==> config.mk <==
export PLATFORM = sky130hd
export DESIGN_NAME = mk_design_arb_05
export DESIGN_NICKNAME = d
export VERILOG_FILES = /design/src/rtl/mk_design_arb_pkg.sv /design/src/rtl/mk_design_arb_05_arb_rr2.sv /design/src/rtl/mk_design_arb_05.sv
export SDC_FILE = /design/constraint.sdc
export NUM_CORES = 1
export LEC_CHECK = 0
export CORE_MARGIN = 2
export CORE_UTILIZATION = 55
export DETAILED_ROUTE_END_ITERATION = 12
export DONT_BUFFER_PORTS = 1
export PLACE_DENSITY = 0.81
export SYNTH_ARGS = -nofsm -noshare
export SYNTH_HDL_FRONTEND = slang
export SYNTH_HIERARCHICAL = 1
export SYNTH_SLANG_ARGS = --single-unit
==> constraint.sdc <==
create_clock -name CLK -period 2.07 [get_ports CLK]
set_clock_uncertainty 0.15 [all_clocks]
set_input_delay 0.414 -clock CLK [delete_from_list [all_inputs] [get_ports CLK]]
set_output_delay 0.414 -clock CLK [all_outputs]
set_load 0.01 [all_outputs]
==> src/rtl/mk_design_arb_pkg.sv <==
// Shared types and default constants for the two-requester design arbiter.
package mk_design_arb_pkg;

  // Default operand/result width.
  localparam int ARB_W = 9;

  // Default watchdog limit in cycles, used only when the timeout is built in.
  localparam int ARB_TMO = 255;

  // One transaction is outstanding at a time; this walks it through the design.
  typedef enum logic [1:0] {
    ST_IDLE    = 2'd0,
    ST_ISSUE   = 2'd1,
    ST_WAIT    = 2'd2,
    ST_DELIVER = 2'd3
  } arb_state_t;

endpackage

==> src/rtl/mk_design_arb_05_arb_rr2.sv <==
// arb_rr2: two-way round-robin grant. The pointer names the requester that
// wins a tie; the owner of a finished transaction hands priority to the
// other side through the update input.
module arb_rr2 (
  input  logic       clk_i,
  input  logic       rst_i,
  input  logic [1:0] req_i,
  input  logic       upd_i,
  input  logic       upd_owner_i,
  output logic [1:0] grant_o
);

  logic ptr_q;
  logic ptr_d;

  // Next pointer: the non-owner of the completed transaction.
  always_comb begin
    ptr_d = ptr_q;
    if (upd_i) begin
      ptr_d = ~upd_owner_i;
    end
  end

  // Pointer register, cleared to favour requester 0.
  always_ff @(posedge clk_i or posedge rst_i) begin
    if (rst_i) begin
      ptr_q <= 1'b0;
    end else begin
      ptr_q <= ptr_d;
    end
  end

  // A lone request wins outright; a tie goes to the pointed-at requester.
  always_comb begin
    grant_o = req_i;
    if (req_i == 2'b11) begin
      grant_o = ptr_q ? 2'b10 : 2'b01;
    end
  end

endmodule

==> src/rtl/mk_design_arb_05.sv <==
// mk_design_arb_05: shares one start/result design between two requesters.
// A start is latched in IDLE, fired once into the design in ISSUE, its result
// is captured in WAIT and handed to the owning requester in DELIVER.
// Optional build macro ARB_TIMEOUT_EN adds a watchdog over ISSUE+WAIT that
// delivers a zero result flagged with reqN_err after TMO cycles.
module mk_design_arb_05
  import mk_design_arb_pkg::*;
#(
  parameter int W   = ARB_W,
  parameter int TMO = ARB_TMO
) (
  input  logic         CLK,
  input  logic         RST,
  input  logic [W-1:0] req0_start_a,
  input  logic [W-1:0] req0_start_b,
  input  logic [W-1:0] req0_start_c,
  input  logic         EN_req0_start,
  output logic         RDY_req0_start,
  output logic [W-1:0] req0_result,
  output logic         RDY_req0_result,
  input  logic         EN_req0_result,
  output logic         req0_err,
  input  logic [W-1:0] req1_start_a,
  input  logic [W-1:0] req1_start_b,
  input  logic [W-1:0] req1_start_c,
  input  logic         EN_req1_start,
  output logic         RDY_req1_start,
  output logic [W-1:0] req1_result,
  output logic         RDY_req1_result,
  input  logic         EN_req1_result,
  output logic         req1_err,
  output logic [W-1:0] dsn_start_a,
  output logic [W-1:0] dsn_start_b,
  output logic         dsn_st_enable,
  input  logic         dsn_RDY_start,
  output logic [W-1:0] dsn_result_c,
  input  logic [W-1:0] dsn_result,
  input  logic         dsn_RDY_result
);

  arb_state_t   state_q, state_d;
  logic         owner_q, owner_d;
  logic [W-1:0] a_q, a_d;
  logic [W-1:0] b_q, b_d;
  logic [W-1:0] c_q, c_d;
  logic [W-1:0] res_q, res_d;

  logic [1:0] grant;
  logic       st_idle, st_issue, st_wait, st_deliver;
  logic       accept, take_owner, tmo_hit, err_flag;

  assign st_idle    = (state_q == ST_IDLE);
  assign st_issue   = (state_q == ST_ISSUE);
  assign st_wait    = (state_q == ST_WAIT);
  assign st_deliver = (state_q == ST_DELIVER);

  assign accept     = st_idle & (|grant);
  assign take_owner = st_deliver & (owner_q ? EN_req1_result : EN_req0_result);

  arb_rr2 u_rr (
    .clk_i       (CLK),
    .rst_i       (RST),
    .req_i       ({EN_req1_start, EN_req0_start}),
    .upd_i       (take_owner),
    .upd_owner_i (owner_q),
    .grant_o     (grant)
  );

`ifdef ARB_TIMEOUT_EN
  localparam int CW = $clog2(TMO + 1);
  logic [CW-1:0] cnt_q, cnt_d;
  logic          err_q, err_d;

  // Watchdog fires on the TMO-th busy cycle unless a result arrives that cycle.
  assign tmo_hit  = (st_issue | (st_wait & ~dsn_RDY_result)) & (cnt_q == CW'(TMO - 1));
  assign err_flag = err_q;

  // Busy-cycle counter and error flag, both restarted by each accepted start.
  always_comb begin
    cnt_d = cnt_q;
    err_d = err_q;
    if (accept) begin
      cnt_d = '0;
      err_d = 1'b0;
    end else if (tmo_hit) begin
      err_d = 1'b1;
    end else if (st_issue | st_wait) begin
      cnt_d = cnt_q + CW'(1);
    end
  end

  // Watchdog state.
  always_ff @(posedge CLK or posedge RST) begin
    if (RST) begin
      cnt_q <= '0;
      err_q <= 1'b0;
    end else begin
      cnt_q <= cnt_d;
      err_q <= err_d;
    end
  end
`else
  logic [31:0] unused_tmo;
  assign unused_tmo = 32'(TMO);
  assign tmo_hit    = 1'b0;
  assign err_flag   = 1'b0;
`endif

  // Transaction sequencing and operand/result latching.
  always_comb begin
    state_d = state_q;
    owner_d = owner_q;
    a_d     = a_q;
    b_d     = b_q;
    c_d     = c_q;
    res_d   = res_q;
    case (state_q)
      ST_IDLE: begin
        if (accept) begin
          owner_d = grant[1];
          a_d     = grant[1] ? req1_start_a : req0_start_a;
          b_d     = grant[1] ? req1_start_b : req0_start_b;
          c_d     = grant[1] ? req1_start_c : req0_start_c;
          res_d   = '0;
          state_d = ST_ISSUE;
        end
      end
      ST_ISSUE: begin
        if (tmo_hit) begin
          state_d = ST_DELIVER;
        end else if (dsn_RDY_start) begin
          state_d = ST_WAIT;
        end
      end
      ST_WAIT: begin
        if (dsn_RDY_result) begin
          res_d   = dsn_result;
          state_d = ST_DELIVER;
        end else if (tmo_hit) begin
          state_d = ST_DELIVER;
        end
      end
      ST_DELIVER: begin
        if (take_owner) begin
          state_d = ST_IDLE;
        end
      end
      default: state_d = ST_IDLE;
    endcase
  end

  // Main state register; reset abandons any transaction in flight.
  always_ff @(posedge CLK or posedge RST) begin
    if (RST) begin
      state_q <= ST_IDLE;
      owner_q <= 1'b0;
      a_q     <= '0;
      b_q     <= '0;
      c_q     <= '0;
      res_q   <= '0;
    end else begin
      state_q <= state_d;
      owner_q <= owner_d;
      a_q     <= a_d;
      b_q     <= b_d;
      c_q     <= c_d;
      res_q   <= res_d;
    end
  end

  // Requester and design-side outputs; only the owner sees its result.
  always_comb begin
    RDY_req0_start  = st_idle & ~RST;
    RDY_req1_start  = st_idle & ~RST;
    dsn_st_enable   = st_issue & dsn_RDY_start & ~tmo_hit;
    dsn_start_a     = st_issue ? a_q : '0;
    dsn_start_b     = st_issue ? b_q : '0;
    dsn_result_c    = (st_issue | st_wait) ? c_q : '0;
    RDY_req0_result = st_deliver & ~owner_q;
    RDY_req1_result = st_deliver & owner_q;
    req0_result     = RDY_req0_result ? res_q : '0;
    req1_result     = RDY_req1_result ? res_q : '0;
    req0_err        = RDY_req0_result & err_flag;
    req1_err        = RDY_req1_result & err_flag;
  end

endmodule

# --- Word-level counts from Yosys, hierarchy flattened ---
# Index checks and enable logic that the tools add are counted.
op_classes:
  n_eq_ne: 8
  mux: 19
  bitwise_logic: 9
  n_reduce_logical: 6
ops:
  columns: ["op", "n"]
  rows:
  - ["$mux W9", 10]
  - ["$pmux W9 S2", 1]
  - ["$mux W2", 6]
  - ["$pmux W2 S4", 1]
  - ["$and A1 B1 Y1", 6]
  - ["$eq A2 B2 Y1 const B", 3]
  - ["$ne A2 B1 Y1 const B", 2]
  - ["$ne A2 B2 Y1 const B", 2]
  - ["$reduce_and A4 Y1", 1]
  - ["$reduce_and A3 Y1", 1]
  - ["$eq A2 B1 Y1 const B", 1]
  - ["$logic_not A2 Y1", 1]
  - ["$not A1 Y1", 2]
  - ["$reduce_and A2 Y1", 1]
  - ["$reduce_bool A2 Y1", 1]
  - ["$reduce_or A2 Y1", 1]
  - ["$mux W1", 1]
  - ["$or A1 B1 Y1", 1]
word_totals:
  regBits: 40
  output_inout_bits: 52
  elab_cells: 49

# --- Longest topological paths before layout ---
depth:
  word_depth: 6
  mapped_depth: 6
  ltp_nobuf: 5

# --- By module ---
# The synthesis kept the hierarchy.
by_module_without_submodules:
  columns: ["mod", "n_inst", "cells_per_inst", "area_per_inst_um2", "seq_area_each_um2"]
  rows:
  - ["mk_design_arb_05", 1, 237, 2240.9, 975.9]
  - ["arb_rr2", 1, 7, 56.3, 25.0]

# --- Worst setup path before layout ---
# OpenSTA, ideal clock, no wires.
synth_path:
  path_kind: "register -> output"
  from: "reg state_q[1]"
  to: "out dsn_st_enable"
  arrival_ns: 1.224
  slack_ns: 0.282
  stages_incl_launch_ff: 6
  n_path_buf: 2
  cell_sequence: "dfrtp_1 > inv_1 > ha_1 > clkbuf_1 > clkbuf_1 > and2_1"
synth_between:
  elab_chain_len: 2
synth_rtl:
  columns: ["element", "line", "text"]
  rows:
  - ["start, declared", "mk_design_arb_05.sv:41", "arb_state_t state_q, state_d;"]
  - ["start signal, assigned", "mk_design_arb_05.sv:162", "state_q <= state_d;"]
  - ["$eq A2 B1 Y1", "mk_design_arb_05.sv:53", "assign st_issue = (state_q == ST_ISSUE);"]
  - ["$and A1 B1 Y1", "mk_design_arb_05.sv:175", "dsn_st_enable = st_issue & dsn_RDY_start & ~tmo_hit;"]
  - ["end, declared", "mk_design_arb_05.sv:34", "output logic dsn_st_enable,"]
# Every way passes these cells.

# --- Worst setup path in the final report ---
layout_path:
  from: "reg state_q[1]"
  to: "out dsn_start_b[0]"
layout_between:
  elab_chain_len: 2
layout_rtl:
  columns: ["element", "line", "text"]
  rows:
  - ["$eq A2 B1 Y1", "mk_design_arb_05.sv:53", null]
  - ["$mux W9", "mk_design_arb_05.sv:177", "dsn_start_b = st_issue ? b_q : '0;"]
  - ["end, declared", "mk_design_arb_05.sv:33", "output logic [W-1:0] dsn_start_b,"]
# Every way passes these cells.

==> out/results.tsv <==
metric	value	unit
worst slew pin tran	0.572	ns
final WL	4420	um
min-delay worst type	input pin to flip-flop	
largest net degree at the start of global routing	55	
Total Nets Final	319	
FMAX	0.505	GHz
CP startpoint	state_q[1]	
DRC	0	
CTS tree	yes	
Syn-to-layout area delta	13.1	%
first drt pass iteration count	4	
Yosys warning total	6	
setup TNS	0	ns
slew margin rel.	0.617	
Starting Density	0.574	
clock sinks	40	
CP endpoint kind	output port	
final setup violation count	0	
Mapped Cells	244	
vias in the first global route	1537	
CTS buffer count	5	
final core utilization	0.650	
R2R Path Start	state_q[0]	
Fin. Hold Viols	0	
total power	4.04	mW
I/O Pins	123	
final critical-path required period	1.98	ns
sequential-to-total area share from yosys stat	0.436	
clk slew on worst S/H paths	0.08	ns
antenna-violating nets left	0	
Placer Congestion	0.825	
startpoint types	flip-flop	
Longest Clk Path Bufs	2	
grt ovf	0	
Synth Register Bits	40	
total track usage	0.198	
pwr/cell area	1550	nW/um^2
Clock Tree Root	clkbuf_8	
Crit Path Max Fanout	19	
die height	68.6	um
peak supply drop	806	uV
CP arrival	1.42	ns
vias	1602	
final max-slew violation count	0	
Worst Hold Launch	dsn_result[7]	
RSZ-0062 raised after global routing	true	
Setup WS pre-CTS	-0.105	ns
post-synthesis cell area	2300	sq um
post-route setup slack	0.0885	ns
syn_area_per_cell	9.41	sq um
initial antenna violation count	0	
maxcap violations	0	
# placed instances	285	
vias per inst	5.45	
crit path kind	flip-flop to output port	
Die ar.	4710	sq um
Placement Rows	23	
Layout Cells excl Fill	294	
share of cells above drive strength 1	0.139	
fin crit share	0.957	
most common cell after layout, fill and taps aside	mux2i_1	
# port buffers	0	
Worst-Skew Late Latency	0.28	ns
Synth cell types	25	
CTS H-tree lvls	2	
Worst EP required	1.51	ns
status	finished clean	
Hold Crit Depth	2	
leakage	1.26	nW
routed len/inst	15.0	um
R2R depth	5	
first-pass GRT wire length	6900	um
die width	68.6	um
Ant. Diodes	0	
CORE AREA	4000	sq um
dpl hpwl	3390	um
post-CTS setup repair buffer count	0	
drt initial violations	38	
most frequent cells in the layout	38 x mux2i_1, 37 x nand2_1, 37 x dfrtp_1	
through the flow:
stage | hold WS, ns | area, sq um
floorplan | -0.00729 | 2300
global placement | -0.000662 | 2380
detailed placement | -0.00287 | 2380
CTS | 0.110 | 2570
global route | 0.118 | 2600
finish | 0.119 | 2600
path summary, 6_finish.rpt:
check | slack (ns) | to
worst max-delay path | 0.09 | dsn_start_b[0]
worst min-delay path | 0.12 | res_q[7]
worst max register to register | 0.14 | state_q[1]
worst min register to register | 0.32 | a_q[5]
max in group asynchronous | 0.86 | state_q[0]
min in group asynchronous | 0.28 | u_rr/ptr_q
layer usage:
layer | vias to the layer above | share of wire | GRT usage
met5 | - | 0 | 0
met2 | 80 | 0.52 | 0.344
met4 | 0 | 0.0047 | 0.0550
met3 | 2 | 0.085 | 0.0649
li1 | 787 | - | -
met1 | 733 | 0.39 | 0.234
cell type report:
type                       instances  area (sq um)
clock buffer                       5          68.8
clock inverter                     3          90.1
fill                             344          1400
inverter                          14          52.6
multi-input combinational        173          1230
sequential                        40          1000
tap                               50          62.6
timing repair buffer               9          86.3
cells in the mapped netlist:
library cell | instances | area (sq um)
a21boi_1 | 1 | 7.51
buf_2 | 3 | 15.0
a21boi_0 | 1 | 7.51
and3_1 | 8 | 50.1
a22o_1 | 1 | 8.76
and2b_2 | 2 | 17.5
conb_1 | 1 | 3.75
and2_1 | 38 | 238
a2111oi_4 | 1 | 27.5
nor3b_2 | 1 | 12.5
mux2_4 | 1 | 15.0
clkbuf_1 | 11 | 41.3
nor3_1 | 1 | 5.00
dfrtp_1 | 40 | 1000
buf_4 | 4 | 30.0
and3_2 | 1 | 7.51
o21ai_0 | 19 | 95.1
ha_1 | 5 | 62.6
nor2b_1 | 3 | 18.8
mux2i_1 | 38 | 380
inv_1 | 14 | 52.6
a21oi_1 | 1 | 5.00
o21ai_1 | 9 | 45.0
nand2_1 | 37 | 139
nor2_1 | 3 | 11.3
registers in the layout, summed over array words and instances, names as in the netlist:
signal	cells
a_q	9
b_q	9
c_q	9
owner_q	1
res_q	9
state_q	2
u_rr/ptr_q	1
power by group:
part           total [mW]  internal (mW)  switching (mW)  leakage [nW]
Clock               0.863          0.603           0.260        0.0784
Combinational        1.79          0.777            1.01         0.680
Sequential           1.38           1.16           0.224         0.500
Total                4.04           2.54            1.50          1.26
worst max-delay path, cell delays in order (launching register included):
cell and delay (ns):
dfrtp_2 0.45, inv_2 0.10, ha_1 0.20, buf_6 0.18, and2_1 0.21
cells by family after synthesis:
logic type	after synthesis	synth area share
compound gates	33	0.0855
fa+ha+maj	5	0.0272
buf+inv	32	0.0605
flops	40	0.436
mux	39	0.172
other cells	1	0.00163
simple gates	94	0.217
timing repair:
action | CTS | global route
endpoints found under the setup margin | 21 | 50
pin swaps | 0 | 2
hold buffers | 1 | 0
gates resized for setup | 5 | 10
hold endpoints to repair | 40 | 0
(Power assumes the default switching activity.)
